## src/rtl/seqdet_pkg.sv

```systemverilog
// Shared constants for the programmable sequence detector: 7-segment encodings
// and the width helper for the valid-bit fill counter.
package seqdet_pkg;

  localparam int unsigned SEG_DP_BIT = 7;

  // a..g in bits 0..6, active-high
  localparam logic [6:0] SEG_HEX [0:15] = '{
    7'h3F, 7'h06, 7'h5B, 7'h4F, 7'h66, 7'h6D, 7'h7D, 7'h07,
    7'h7F, 7'h6F, 7'h77, 7'h7C, 7'h39, 7'h5E, 7'h79, 7'h71
  };

  function automatic int unsigned fill_width(input int unsigned pat_len);
    return $clog2(pat_len + 1);
  endfunction

endpackage

```

## src/rtl/seg7_hex_decoder.sv

```systemverilog
// Combinational hex digit to 7-segment (a..g) decoder, reusable by any display block.
module seg7_hex_decoder
  import seqdet_pkg::*;
(
  input  logic [3:0] digit,
  output logic [6:0] segs
);

  always_comb begin
    segs = SEG_HEX[digit];
  end

endmodule

```

## src/rtl/seq_detector_prog.sv

```systemverilog
// Programmable serial pattern detector with saturating hit counter and hex display.
// Define SEQDET_OVERLAP_EN to honour ovl_mode; otherwise matching is always non-overlapping.
module seq_detector_prog
  import seqdet_pkg::*;
#(
  parameter int unsigned          PAT_LEN   = 3,
  parameter int unsigned          CNT_W     = 4,
  parameter logic [PAT_LEN-1:0]   RESET_PAT = 3'b011
) (
  input  logic               clk,
  input  logic               reset,
  input  logic               x,
  input  logic               x_valid,
  input  logic               pat_load,
  input  logic [PAT_LEN-1:0] pat_in,
  input  logic               ovl_mode,
  output logic               hit,
  output logic [CNT_W-1:0]   count,
  output logic               ovf,
  output logic [7:0]         seg
);

  localparam int unsigned        FILL_W    = fill_width(PAT_LEN);
  localparam logic [FILL_W-1:0]  FILL_FULL = FILL_W'(PAT_LEN);

  logic [PAT_LEN-1:0] pattern, pattern_n;
  logic [PAT_LEN-1:0] hist, hist_n, hist_sh;
  logic [FILL_W-1:0]  fill, fill_n, fill_inc;
  logic [CNT_W-1:0]   count_n;
  logic               ovf_n;
  logic               hit_n;
  logic               match;
  logic [6:0]         digit_segs;

`ifndef SEQDET_OVERLAP_EN
  logic unused_ovl_mode;
  assign unused_ovl_mode = ovl_mode;
`endif

  always_comb begin
    pattern_n = pattern;
    hist_n    = hist;
    fill_n    = fill;
    count_n   = count;
    ovf_n     = ovf;
    hit_n     = 1'b0;
    hist_sh   = {hist[PAT_LEN-2:0], x};
    fill_inc  = (fill == FILL_FULL) ? fill : fill + FILL_W'(1);
    match     = x_valid && !pat_load && (fill_inc == FILL_FULL) && (hist_sh == pattern);

    if (pat_load) begin
      // a sample arriving with the load strobe is dropped
      pattern_n = pat_in;
      hist_n    = '0;
      fill_n    = '0;
      count_n   = '0;
      ovf_n     = 1'b0;
    end else if (x_valid) begin
      hist_n = hist_sh;
      fill_n = fill_inc;
      if (match) begin
        hit_n = 1'b1;
        if (count == '1) begin
          ovf_n = 1'b1;
        end else begin
          count_n = count + CNT_W'(1);
        end
`ifdef SEQDET_OVERLAP_EN
        if (!ovl_mode) begin
          fill_n = '0;
        end
`else
        fill_n = '0;
`endif
      end
    end
  end

  always_ff @(posedge clk or posedge reset) begin
    if (reset) begin
      pattern <= RESET_PAT;
      hist    <= '0;
      fill    <= '0;
      count   <= '0;
      ovf     <= 1'b0;
      hit     <= 1'b0;
    end else begin
      pattern <= pattern_n;
      hist    <= hist_n;
      fill    <= fill_n;
      count   <= count_n;
      ovf     <= ovf_n;
      hit     <= hit_n;
    end
  end

  seg7_hex_decoder u_hex (
    .digit (count[3:0]),
    .segs  (digit_segs)
  );

  always_comb begin
    seg             = '0;
    seg[6:0]        = digit_segs;
    seg[SEG_DP_BIT] = hit;
  end

endmodule

```

## config.mk

```make
export PLATFORM = sky130hd
export DESIGN_NAME = seq_detector_prog
export DESIGN_NICKNAME = d
export VERILOG_FILES = /design/src/rtl/seqdet_pkg.sv /design/src/rtl/seg7_hex_decoder.sv /design/src/rtl/seq_detector_prog.sv
export SDC_FILE = /design/constraint.sdc
export NUM_CORES = 1
export LEC_CHECK = 0
export ABC_AREA = 1
export CORE_MARGIN = 5
export CORE_UTILIZATION = 52
export CTS_CLUSTER_DIAMETER = 30
export DETAILED_ROUTE_END_ITERATION = 6
export PLACE_DENSITY = 0.83
export SKIP_LAST_GASP = 1
export SLEW_MARGIN = 10
export SYNTH_ARGS = -nofsm -noshare
export SYNTH_HDL_FRONTEND = slang
export SYNTH_SLANG_ARGS = --single-unit
```

## constraint.sdc

```tcl
create_clock -name clk -period 4.35 [get_ports clk]
set_clock_uncertainty 0.1 [all_clocks]
set_input_delay 0.87 -clock clk [delete_from_list [all_inputs] [get_ports clk]]
set_output_delay 0.87 -clock clk [all_outputs]
set_load 0.02 [all_outputs]
```

==> metrics.cfg, run 1 <==
[run_status]
status = complete, no violations

[timing]
fmaxAchievable_mhz = 309
hold_violations = 0
maxSlewHeadroom_pct = 66.9
rsz0062_at_grt = no
finalSetupViolCount = 0
worst_pin_slew_ns = 0.496
fin_crit_sh_pct = 74.3
fin_ws_ns = 1.12
tns_ns = 0
fin_crit_ns = 3.23
drv_slew = 0

[detailed_routing]
via_count = 880
detail_route.vias_per_cell = 4.97
routedWlPerCell_um = 12.4
ant_nets = 0
post-route-drc-count = 0
postRouteWirelength_mm = 2.19
first_pass_iters = 5
dr.first_iter.drc_count = 40

[grt]
grt_pass1_wl_mm = 4.08
grt_max_degree = 14
grt_pass1_vias = 941
grt-ovfl-total = 0
track_usage_pct = 19.2
antenna_found_initial = 0

[power]
seqPwrFrac_pct = 52.7
leakagePower_uw = 0.000587
p_clk_share_pct = 31.4
power_switching_uw = 71.0
combPwrFrac_pct = 15.8
switching_share_pct = 28.6
power_density_nw_per_um2 = 204
internal_power_uw = 177
ir_drop_uv = 175

[cts]
cts_tree = yes
post-cts-setup-buffers = 0
clock_sinks = 13
cts.clk_slew.worst_paths_ns = 0.09
cts_buffer_depth = 2
ctsHoldBuffers = 0
clock_latency_ns = 0.28
cts_made_buffers = 3
htreeDepth = 1
clockRootBuffer = clkbuf_4
post_cts_resized = 0

[floorplanning]
fp.dieH_um = 53.3
rows = 15
start_util_pct = 55.8
fp.coreArea_um2 = 1750
die_w_um = 53.3
ios = 23
die_area_um2 = 2840

[placed_design]
dp_hpwl_mm = 1.65
port_buffers = 21
gp_congestion = 0.839
place_ws_ns = 1.43

[layout]
layout_commonest_cell = nand2_1
fin_util_pct = 69.5
nNetsFinal = 170
fillers = 147
num_antenna_cells = 0
syn2layout_area_growth_pct = 24.7
final_cell_mix = nand2_1, inv_1, clkdlybuf4s50_1, dfrtp_1
layout-drive-gt1-share_pct = 13.2

[worst_setup_path]
path_max_fanout = 10
worstSetupPathType = flop to primary output
rr_startpoint = count[1]
startpoint = count[1]
crit_required_ns = 3.38
critPathCaptureType = primary output
crit_family = buffers and inverters
cp-start-kind = flop
path_cells = inv_1 > ha_1 > a21oi_1 > inv_1 > a21oi_1 > a21oi_1 > clkdlybuf4s50_1
cp_slowest_stage_delay_ns = 0.62
worst_path_max_delay_cell = clkdlybuf4s50_1
crit_buf_inv = 3
arrival_ns = 2.26
crit_top_cell = a21oi_1

[synth]
syn-num-nets = 148
ys_seq_elements = 13
yosysTopAreaCellShare_pct = 28.3
syn_area_um2 = 973
ys_seq_area_share_pct = 33.7
yosysTopAreaCell = dfrtp_1
ys_warn_count = 0
yosys-top-cells-area = dfrtp_1, nand2_1, ha_1
synthCells = 131
syn_avg_cell_area_um2 = 7.43
ys_types = 24

[worst_hold_path]
worstHoldStart = pattern[1]
min_path_type = flop to flop

[run]
maxCapViolCount = 0

registers in the layout, summed over array words and instances (netlist names):
register	flops
fill	2
count	4
hit	1
hist	2
pattern	3
ovf	1
cell families (layout without fill, tap and decap cells):
group                      count (synthesis)  count (layout)  share of synthesized area (%)
buffers and inverters                     31              52                           14.1
adders and majority gates                  8               8                           10.3
and+or+nand+nor                           57              57                           29.8
DFF                                       13              13                           33.7
AOI/OAI and AO/OA                         22              22                           12.1
final timing paths:
kind	endpoint	slack, ns	cells past startpoint
worst max-delay path	seg[3]	1.12	7
worst min-delay path	pattern[1]	0.40	2
worst max register to register	count[0]	2.82	8
worst min register to register	pattern[1]	0.40	2
max in group asynchronous	pattern[1]	2.99	2
min in group asynchronous	count[0]	0.80	2
metal layers:
metal	vias to the layer above	part of all wire, %	track usage [%]
li1	451	-	-
met3	3	6.3	3.94
met2	39	48	31.6
met4	0	0.55	4.68
met5	-	0	0
met1	387	45	25.3
worst register-to-register path: cells and delay by family (launching register included):
kind                     cells  cell delay, ns
adder cells (fa/ha/maj)      1            0.24
buffers and inverters        2            0.11
flip-flops                   1            0.54
AND/OR/NAND/NOR              5            0.43
cells in the mapped netlist:
library cell,count
nand4_1,3
inv_1,21
nand3_1,6
nor2_4,1
a211oi_1,1
o21ai_0,8
a21oi_1,9
nor3_1,1
o22ai_1,4
nor2_1,9
buf_2,2
nand3_4,1
nand2_4,2
nand2_1,30
buf_4,1
buf_6,1
nor2_8,1
dfrtp_1,11
dfstp_2,2
nor2_2,1
ha_1,8
inv_8,1
nand2_2,2
inv_2,5
metrics by stage:
stage                     cells  area (um^2)  power [uW]  hold slack, ns
after global routing        177         1210         264           0.441
after floorplan             131          973         160           0.368
after global placement      173         1190         171           0.383
final                       177         1210         248           0.395
after detailed placement    173         1190         172           0.383
after CTS                   177         1210         250           0.400
power by group through the flow:
stage / Combinational [uW] / Clock [uW] / Sequential, uW
6_report: 39.3 / 77.9 / 131
5_1_grt: 44.4 / 87.9 / 131
4_1_cts: 39.5 / 79.9 / 131
3_5_place_dp: 39.3 / 0 / 133
3_3_place_gp: 38.4 / 0 / 133
2_1_floorplan: 27.5 / 0 / 132
cell type report:
cell class	instances	area (um^2)	area share (%)
multi-input combinational	87	508	41.9
sequential	13	328	27.0
timing repair buffer	21	210	17.3
inverter	27	109	8.97
tap	25	31.3	2.58
clock buffer	3	22.5	1.86
clock inverter	1	5.00	0.412
Power figures use the tool's default switching activity.
==> inputs of run 2 (changes only) <==
Settings changed: CORE_UTILIZATION 52 to 49, PLACE_DENSITY 0.83 to 0.79.
Clock period 4.35 ns to 3.4 ns, I/O delays scaled along.
==> metrics.cfg, run 2 (same netlist as run 1, synthesis figures left out) <==
[run]
maxCapViolCount = 0

[timing]
fin_crit_ns = 3.01
hold_violations = 0
maxSlewHeadroom_pct = 68.4
fmaxAchievable_mhz = 332
finalSetupViolCount = 0
tns_ns = 0
worst_pin_slew_ns = 0.473
rsz0062_at_grt = no
drv_slew = 0
fin_crit_sh_pct = 88.5
hold_ws_ns = 0.403

[floorplanning]
die_area_um2 = 2980
start_util_pct = 50.7
rows = 16
ios = 23
fp.coreArea_um2 = 1920
fp.dieH_um = 54.6
die_w_um = 54.6

[grt]
grt_max_degree = 14
grt_pass1_wl_mm = 3.15
track_usage_pct = 14.7
antenna_found_initial = 0
grt-ovfl-total = 0
grt_pass1_vias = 777

[cts]
cts_made_buffers = 3
ctsHoldBuffers = 0
cts_tree = yes
cts.clk_slew.worst_paths_ns = 0.08
post_cts_resized = 0
clock_sinks = 13
clockRootBuffer = clkbuf_4
clock_latency_ns = 0.28
cts_buffer_depth = 2
post-cts-setup-buffers = 0
htreeDepth = 1

[placed_design]
dp_hpwl_mm = 1.50
gp_congestion = 0.837
port_buffers = 21
dpl_cell_area_um2 = 1190

[detailed_routing]
dr.first_iter.drc_count = 10
routedWlPerCell_um = 10.2
post-route-drc-count = 0
detail_route.vias_per_cell = 4.85
via_count = 868
postRouteWirelength_mm = 1.83
ant_nets = 0
first_pass_iters = 4

[worst_setup_path]
arrival_ns = 2.23
worst_path_max_delay_cell = clkdlybuf4s50_1
cp_slowest_stage_delay_ns = 0.53
cp.depth = 7
crit_top_cell = a21oi_1
cp-start-kind = flop
path_cells = inv_1 > ha_1 > a21oi_1 > inv_1 > a21oi_1 > a21oi_1 > clkdlybuf4s50_1
path_max_fanout = 9
crit_required_ns = 2.62
worstSetupPathType = flop to primary output
critPathCaptureType = primary output
crit_family = buffers and inverters
reg2regPathDepth = 8
crit_buf_inv = 3

[layout]
layout_commonest_cell = nand2_1
largest_reg_flops = 4
fin_util_pct = 63.3
nNetsFinal = 170
final_area_um2 = 1220
final_cell_mix = nand2_1, inv_1, clkdlybuf4s50_1, dfrtp_1
largest_register = count
syn2layout_area_growth_pct = 24.9
reg_top3 = count: 4 flops, pattern: 3 flops
layout-drive-gt1-share_pct = 13.2
num_antenna_cells = 0

[worst_hold_path]
min_path_type = flop to flop
min_path_cells = 2

[power]
ir_drop_uv = 221
power_uw = 313
power_density_nw_per_um2 = 257
leakagePower_uw = 0.000587

[run_status]
status = complete, no violations

-- run 2: cell counts in the layout (fill, tap and decap cells not counted) --
No cell type changed its count.
-- run 2: layout make-up --
class / instances / area (um^2)
Clock buffer: 3 / 22.5
Sequential cell: 13 / 328
Multi-Input combinational cell: 87 / 508
Fill cell: 192 / 706
Inverter: 27 / 109
Tap cell: 27 / 33.8
Timing Repair Buffer: 21 / 210
Clock inverter: 1 / 5.00
-- run 2: worst reg2reg max path, stage by stage, from the launching register on --
cell	delay, ns
dfrtp_1	0.54
ha_1	0.25
nand2_1	0.08
nor2_2	0.16
inv_2	0.06
nand3_1	0.08
nand2_1	0.05
inv_1	0.05
nor2_1	0.04
-- run 2: power by group --
part | leakage, uW | internal [uW] | switching (uW)
logic | 0.000400 | 20.1 | 29.1
registers | 0.000170 | 163 | 4.55
clock network | 0.0000177 | 43.7 | 52.6
total | 0.000587 | 226 | 86.3
-- run 2: layer usage --
layer	wire, um	part of all wire, %	global-route usage (%)
met1	827	45	17.4
met2	867	47	25.7
met5	0	0	0
met4	21	1.1	3.73
met3	115	6.3	4.63
-- run 2: through the flow --
stage,cells,worst slack [ns]
3_3_place_gp,175,0.733
5_1_grt,179,0.203
4_1_cts,179,0.387
2_1_floorplan,131,1.02
3_5_place_dp,175,0.702
6_report,179,0.391
-- run 2: worst paths after layout --
check / from / endpoint / slack (ns)
worst min register to register: pattern[1] / pattern[1] / 0.40
worst max-delay path: count[0] / seg[3] / 0.39
min in group asynchronous: reset / hist[1] / 0.61
worst max register to register: count[1] / count[0] / 1.88
worst min-delay path: pattern[1] / pattern[1] / 0.40
max in group asynchronous: reset / pattern[1] / 2.24
==> inputs of run 3 (changes only) <==
Settings changed: REMOVE_ABC_BUFFERS set to 1.
==> metrics.cfg, run 3 (same netlist as run 1, synthesis figures left out) <==
[cts]
clockRootBuffer = clkbuf_4
cts_made_buffers = 3
cts.clk_slew.worst_paths_ns = 0.08
cts_buffer_depth = 2
post_cts_resized = 0
ctsHoldBuffers = 0
htreeDepth = 1
clock_latency_ns = 0.28
clock_sinks = 13
post-cts-setup-buffers = 0
cts_tree = yes

[layout]
fillers = 185
final_cell_mix = nand2_1, inv_1, clkdlybuf4s50_1, dfrtp_1
reg_top3 = count: 4 flops, pattern: 3 flops
multiInputGateArea_um2 = 508
regArea_um2 = 328
largest_reg_flops = 4
final_area_um2 = 1210
syn2layout_area_growth_pct = 24.8
largest_register = count
nNetsFinal = 170
layout_commonest_cell = nand2_1
num_antenna_cells = 0
fin_util_pct = 63.2
layout-drive-gt1-share_pct = 12.5

[floorplanning]
fp.dieH_um = 54.6
ios = 23
die_area_um2 = 2980
fp.coreArea_um2 = 1920
start_util_pct = 50.7
die_w_um = 54.6
rows = 16

[power]
power_density_nw_per_um2 = 260
ir_drop_uv = 232
power_uw = 316
leakagePower_uw = 0.000585

[detailed_routing]
via_count = 900
post-route-drc-count = 0
first_pass_iters = 4
detail_route.vias_per_cell = 5.03
postRouteWirelength_mm = 2.07
ant_nets = 0
routedWlPerCell_um = 11.5
dr.first_iter.drc_count = 13

[worst_setup_path]
cp-start-kind = flop
crit_required_ns = 2.62
path_max_fanout = 9
arrival_ns = 2.28
critPathCaptureType = primary output
startpoint = count[0]
rr_startpoint = count[1]
worstSetupPathType = flop to primary output

[timing]
fmaxAchievable_mhz = 327
rsz0062_at_grt = no
fin_crit_sh_pct = 89.9
hold_violations = 0
hold_ws_ns = 0.399
fin_crit_ns = 3.06
worst_pin_slew_ns = 0.504
drv_slew = 0
maxSlewHeadroom_pct = 66.4
finalSetupViolCount = 0
tns_ns = 0

[placed_design]
dp_hpwl_mm = 1.60
dpl_cell_area_um2 = 1190
gp_congestion = 0.774
port_buffers = 21

[run]
maxCapViolCount = 0

[grt]
grt-ovfl-total = 0
antenna_found_initial = 0
track_usage_pct = 17.7
grt_max_degree = 14
grt_pass1_wl_mm = 3.76
grt_pass1_vias = 905

[worst_hold_path]
worstHoldStart = pattern[1]
min_path_type = flop to flop

[run_status]
status = complete, no violations

run 3: cell types whose count changed in the layout (fill, tap and decap cells not counted), sizes merged:
| cell | delta |
|---|---|
| clkinv | -1 |
| clkbuf | +1 |
run 3: worst max-delay path, cell delays in order, from the launching register on:
cell	delay, ns
dfrtp_1	0.52
inv_1	0.17
ha_1	0.34
a21oi_1	0.16
inv_1	0.08
a21oi_1	0.13
a21oi_1	0.06
clkdlybuf4s50_1	0.54
run 3: per-stage QoR:
stage	std cells	setup WS, ns
final	179	0.342
after CTS	179	0.349
after global placement	175	0.711
after global routing	179	0.187
after detailed placement	175	0.670
after floorplan	127	1.02
run 3: path summary, 6_finish.rpt:
path                                    to  slack (ns)  depth (start not counted)
max in group asynchronous       pattern[1]        2.23                          2
worst max register to register    count[0]        1.89                          8
worst min-delay path            pattern[1]        0.40                          2
worst min register to register  pattern[1]        0.40                          2
min in group asynchronous              ovf        0.62                          2
worst max-delay path                seg[3]        0.34                          7
run 3: cell type report:
type | instances | share of cell area, %
well taps | 27 | 2.78
inverters | 27 | 8.96
repair buffers | 21 | 17.3
clock buffers | 4 | 2.16
multi-input cells | 87 | 41.8
flip-flops and latches | 13 | 27.0
run 3: routing by layer:
layer	up-vias	global-route usage [%]	share of wire [%]	routed length [um]
li1	454	-	-	-
met2	29	30.3	52	1080
met1	412	19.2	41	840
met4	0	10.4	1.9	40
met5	-	0	0	0
met3	5	5.18	4.8	100
run 3: power breakdown:
group / switching [uW] / internal (uW) / total, uW
combinational: 29.9 / 20.1 / 50.1
sequential: 4.92 / 163 / 168
clock: 52.4 / 45.6 / 98.0
==> edit 1 (config.mk and constraints of run 1) <==
Add a define of `SEQDET_OVERLAP_EN`.
--- a/src/rtl/seq_detector_prog.sv
+++ b/src/rtl/seq_detector_prog.sv
@@ -2,2 +2,4 @@
 // Define SEQDET_OVERLAP_EN to honour ovl_mode; otherwise matching is always non-overlapping.
+`define SEQDET_OVERLAP_EN
+
 module seq_detector_prog
Check against the original RTL: not equivalent (a bounded check fails within 10 cycles, from zero or initial values and one cycle with reset high).
==> edit 1 against run 1 <==
  * Global-route usage is 3.0 points lower
  * Sequential share of layout area decreased by 0.71 points
  * Sequential cell count stayed put
  * Area after synthesis increased by 2.4%
  * Clock power shrank 3.5%
  * Combinational power is 13% higher
  * Worst setup slack gained 0.13 ns
  * Wire length decreased by 3.1%
  * Design area increased by 2.7%
  * Total power increased by 1.3%
  * Critical path type unchanged
  * Largest cell class unchanged
==> edit 1: results (changes against run 1) <==
----------------------------------------------------
[Routing]
  Pre-antenna DRT Iters ... 4 (-1)
  Routed length on met3 ... 145 microns (+5.1%)
  Detailed-route via count ... 954 (+8.4%)
  Detailed route wirelength on metal2 ... 979 microns (-6.1%)
  Total Routed Length ... 2119 microns (-3.1%)
  Drt initial violations ... 34 (-15%)
  Routed length per instance ... 11.27 microns (-8.8%)
  Routed length on met1 ... 983 microns (-0.91%)

[Place]
  Final weighted congestion in routability-driven placement ... 0.8712 (+3.8%)
  Placed Area ... 0.001220 sq mm (+2.8%)
  Total of buffers placed on input and output ports ... 22 (+4.8%)
  Dpl hpwl ... 1750 microns (+5.8%)

[Yosys]
  Xor and xnor fraction of the mapped netlist area ... 0.01757 (+0.01757)
  Register area share after synthesis ... 0.3287 (-0.008028)
  Cell types with the largest area share after synthesis ... sky130_fd_sc_hd__dfrtp_1 28%, sky130_fd_sc_hd__nand2_1 15%, sky130_fd_sc_hd__ha_1 10%, sky130_fd_sc_hd__inv_1 6.0%, sky130_fd_sc_hd__nor2_1 5.6%
  Adder-cell share of the synthesized area ... 0.1004 (-0.002451)
  Count of cell types in the netlist ... 27 (+13%)
  Synth Area in Compound Gates ... 0.1154 (-0.005390)
  Post-Syn Area per Cell ... 7.072 sq um (-4.8%)
  Most common library cells after synthesis ... 39 x sky130_fd_sc_hd__nand2_1, 16 x sky130_fd_sc_hd__inv_1, 15 x sky130_fd_sc_hd__nor2_1
  Post-synthesis net count ... 158 (+6.8%)

[Finish]
  Fraction of layout instances using a drive strength above 1 ... 0.1104 (-0.02115)
  Number of nets in the layout ... 181 (+6.5%)
  Count of filler cells inserted in the layout ... 146 (-0.68%)

[Worst setup path]
  Critical path arrival ... 2.14 ns (-0.12 ns)
  CP Max Fanout ... 7 (-3)
  Worst r2r path cells ... 6 (-2)

[GRT]
  Fraction of met2 tracks used by global routing ... 0.2762 (-0.04012)
  Global routing usage summed across all routing layers ... 0.1617 (-0.03014)
  Wire length of the first global-routing pass ... 3436 microns (-16%)
  Met3 GRT Util ... 0.03878 (-0.0006555)
  Via count of the first global-routing pass ... 832 (-12%)
  GR Util met1 ... 0.1949 (-0.05816)

[Clocking]
  Root cell of the clock tree ... sky130_fd_sc_hd__clkbuf_4

[Floorplanning]
  Num rows ... 15 (unchanged)

[STA]
  Worst-margin pin slew ... 0.4796 ns (-0.01645 ns)
  Worst hold margin ... 0.3862 ns (-0.009046 ns)

[Status]
  Status ... completed

[Worst hold path]
  Hold wc startpoint ... ovf

----------------------------------------------------
## edit 1: where the power goes
part	leakage, nW	switching, W	internal [W]
Combinational	0.396	0.0000263	0.0000181
Clock	0.0150	0.0000396	0.0000356
Sequential	0.170	0.00000440	0.000127
Total	0.582	0.0000703	0.000181
## edit 1: worst max path at each step
stage,from,end,slack (ns),depth (start not counted)
final,count[0],seg[3],1.24,7
after global routing,count[0],seg[0],1.09,6
after CTS,count[1],seg[3],1.24,7
after detailed placement,count[1],seg[0],1.54,6
after global placement,count[0],seg[3],1.61,7
after floorplan,count[1],seg[0],1.81,5
## edit 1: cell type report
cell class	instances	area, sq um	area share
sequential	13	327.8	0.2631
inverter	22	82.58	0.06626
tap	25	31.28	0.02510
multi-input combinational	102	558.0	0.4478
clock buffer	4	26.28	0.02108
timing repair buffer	22	220.2	0.1767
## edit 1: worst max-delay path: cells and delay by family (launching register included)
family,cells,cell delay [ns]
fa+ha+maj,1,0.32
compound gates,3,0.21
buf+inv,3,0.86
flops,1,0.46
==> edit 2 (settings of run 1) <==
Without the edit above. Register the output `seg`; this adds one clock of latency there. The other outputs are not delayed to match.
--- a/src/rtl/seq_detector_prog.sv
+++ b/src/rtl/seq_detector_prog.sv
@@ -24,2 +24,4 @@
   localparam logic [FILL_W-1:0]  FILL_FULL = FILL_W'(PAT_LEN);
+
+  logic [7:0] seg_d;
 
@@ -102,5 +104,9 @@
   always_comb begin
-    seg             = '0;
-    seg[6:0]        = digit_segs;
-    seg[SEG_DP_BIT] = hit;
+    seg_d           = '0;
+    seg_d[6:0]        = digit_segs;
+    seg_d[SEG_DP_BIT] = hit;
+  end
+
+  always_ff @(posedge clk) begin
+    seg <= seg_d;
   end
Behaviour: not the same (Yosys sat finds a counterexample within 4 cycles, from zero or initial values and one cycle with reset high).
==> edit 2 against run 1 <==
  * Clock power rose by 23%
  * Design area rose by 11%
  * Synthesized cell count rose by 4.6%
  * Area after synthesis rose by 11%
  * Wire length fell by 8.5%
  * Via count rose by 3.4%
  * Worst setup slack improved by 0.71 ns
  * Non-clock buffer count did not move
  * First-iteration DRC count fell by 70%
  * Die area rose by 9.1%
  * Total power rose by 49%
  * Sequential share of layout area rose by 9.3 points
  * Sequential cell count rose by 8
  * Largest cell class is now flip-flops and latches
==> edit 2: results (changes against run 1) <==
----------------------------------------------------
[Yosys]
  Register area share after synthesis ... 0.4503 (+0.1136)
  Share of async-settable or async-resettable flops after synthesis ... 0.6190 (-0.3810)
  Post-synthesis net count ... 154 (+4.1%)
  Post-Syn Instances ... 137 (+4.6%)
  Most common library cells after synthesis ... 35 x sky130_fd_sc_hd__nand2_1, 21 x sky130_fd_sc_hd__inv_1, 11 x sky130_fd_sc_hd__dfrtp_1
  Count of cell types in the netlist ... 21 (-13%)
  Cell types with the largest area share after synthesis ... sky130_fd_sc_hd__dfrtp_1 25%, sky130_fd_sc_hd__dfxtp_1 15%, sky130_fd_sc_hd__nand2_1 12%, sky130_fd_sc_hd__ha_1 9.2%, sky130_fd_sc_hd__inv_1 7.3%

[GRT]
  Wire length of the first global-routing pass ... 3629 microns (-11%)
  Global routing usage summed across all routing layers ... 0.1445 (-0.04735)
  Via count of the first global-routing pass ... 882 (-6.3%)
  Fraction of met2 tracks used by global routing ... 0.2416 (-0.07477)
  GR Util met1 ... 0.1730 (-0.08007)
  Met3 GRT Util ... 0.03248 (-0.006954)

[Worst setup path]
  Critical path's slowest cell ... sky130_fd_sc_hd__clkdlybuf4s50_1
  Worst reg2reg setup slack ... 2.71 ns (-0.11 ns)
  Capturing point of the worst reg2reg path ... seg[3]
  Critical path arrival ... 1.56 ns (-0.70 ns)
  CP Max Fanout ... 11 (+1)
  Reg-to-reg critical path startpoint ... count[0]
  Critical Path Start ... count[2]
  Worst r2r path cells ... 6 (-2)
  Crit path max-delay family ... buffers and inverters
  Capturing element of the worst setup path ... count[2]
  Crit path largest cell delay ... 0.68 ns (+0.06 ns)

[Finish]
  Fraction of layout instances using a drive strength above 1 ... 0.1125 (-0.01908)
  Non-Filler Instances ... 187 (+5.6%)
  Count of filler cells inserted in the layout ... 159 (+8.2%)
  Number of nets in the layout ... 178 (+4.7%)

[Clocking]
  Number of gates given a new drive strength after cts ... 0 (unchanged)
  Root cell of the clock tree ... sky130_fd_sc_hd__clkbuf_4
  Clk slew on worst S/H paths ... 0.11 ns (+0.02 ns)
  Clock latency on the worst-skew pair ... 0.31 ns (+0.03 ns)

[Power]
  Maximum vdd drop ... 190.6 uV (+9.1%)
  Net switching power figure ... 0.0001029 W (+45%)
  Leakage Power ... 0.6547 nW (+11%)

[Routing]
  Antenna-violating nets left ... 0 (unchanged)
  Routed length per instance ... 10.71 microns (-13%)
  Pre-antenna DRT Iters ... 4 (-1)
  Drt initial violations ... 12 (-70%)
  Detailed-route via count ... 910 (+3.4%)

[STA]
  Worst-margin pin slew ... 0.4819 ns (-0.01419 ns)

[Place]
  Dpl hpwl ... 1588 microns (-4.0%)
  Final weighted congestion in routability-driven placement ... 0.8161 (-2.8%)
  Total of buffers placed on input and output ports ... 21 (unchanged)
  Placed Area ... 0.001318 sq mm (+11%)

[Status]
  Status ... completed

----------------------------------------------------
[edit 2: cell types whose count changed after synthesis, moves of 2 or more]
| cell | change |
|---|---|
| sky130_fd_sc_hd__nand4_1 | -3 |
| sky130_fd_sc_hd__a21oi_1 | -5 |
| sky130_fd_sc_hd__a31oi_1 | +2 |
| sky130_fd_sc_hd__nand2_1 | +5 |
| sky130_fd_sc_hd__dfxtp_1 | +8 |
| sky130_fd_sc_hd__o21ai_0 | +2 |
| sky130_fd_sc_hd__o22ai_1 | -2 |
| sky130_fd_sc_hd__nand3_1 | +3 |
| sky130_fd_sc_hd__nand2_4 | -2 |
[edit 2: routing by layer]
metal / wire, microns / share of wire
met3: 115 / 0.057
met1: 875 / 0.44
met4: 48 / 0.024
met5: 0 / 0
met2: 962 / 0.48
[edit 2: how the worst min path moves through the flow]
stage / startpoint / end / slack, ns / cells after the start
after floorplan: pattern[0] / pattern[0] / 0.37 / 2
after global placement: hit / seg[7] / 0.25 / 0
after detailed placement: hit / seg[7] / 0.25 / 0
after CTS: hit / seg[7] / 0.28 / 0
final: hit / seg[7] / 0.28 / 0
after global routing: hit / seg[7] / 0.30 / 0
[edit 2: kinds of logic (layout without fill, tap and decap cells)]
group | count (synthesis) | count (layout) | share of synthesized area
AO/OA/AOI/OAI | 19 | 19 | 0.09237
XOR/XNOR | 1 | 1 | 0.008085
buffers and inverters | 28 | 51 | 0.09931
flip-flops | 21 | 21 | 0.4503
adder cells (fa/ha/maj) | 8 | 8 | 0.09238
AND/OR/NAND/NOR | 60 | 60 | 0.2575
[edit 2: final cells by class]
cell class | count | area, sq um | share of cell area
clock buffers | 3 | 22.52 | 0.01674
clock inverters | 1 | 5.005 | 0.003721
inverters | 26 | 97.59 | 0.07256
multi-input cells | 88 | 488.0 | 0.3628
flip-flops and latches | 21 | 488.0 | 0.3628
well taps | 27 | 33.78 | 0.02512
repair buffers | 21 | 210.2 | 0.1563
[edit 2: per-stage QoR]
step / worst slack (ns) / hold slack (ns) / power, W
final: 1.824 / 0.2769 / 0.0003700
after global routing: 1.766 / 0.2971 / 0.0003868
after CTS: 1.827 / 0.2805 / 0.0003732
after detailed placement: 1.884 / 0.2526 / 0.0002791
after global placement: 1.929 / 0.2524 / 0.0002759
after floorplan: 2.711 / 0.3685 / 0.0002526
[edit 2: power by group through the flow]
stage               Clock (W)  Sequential, W  Combinational, W
finish              0.0000957       0.000212         0.0000619
global route         0.000103       0.000214         0.0000693
CTS                 0.0000977       0.000213         0.0000629
detailed placement          0       0.000217         0.0000625
global placement            0       0.000216         0.0000600
floorplan                   0       0.000223         0.0000298
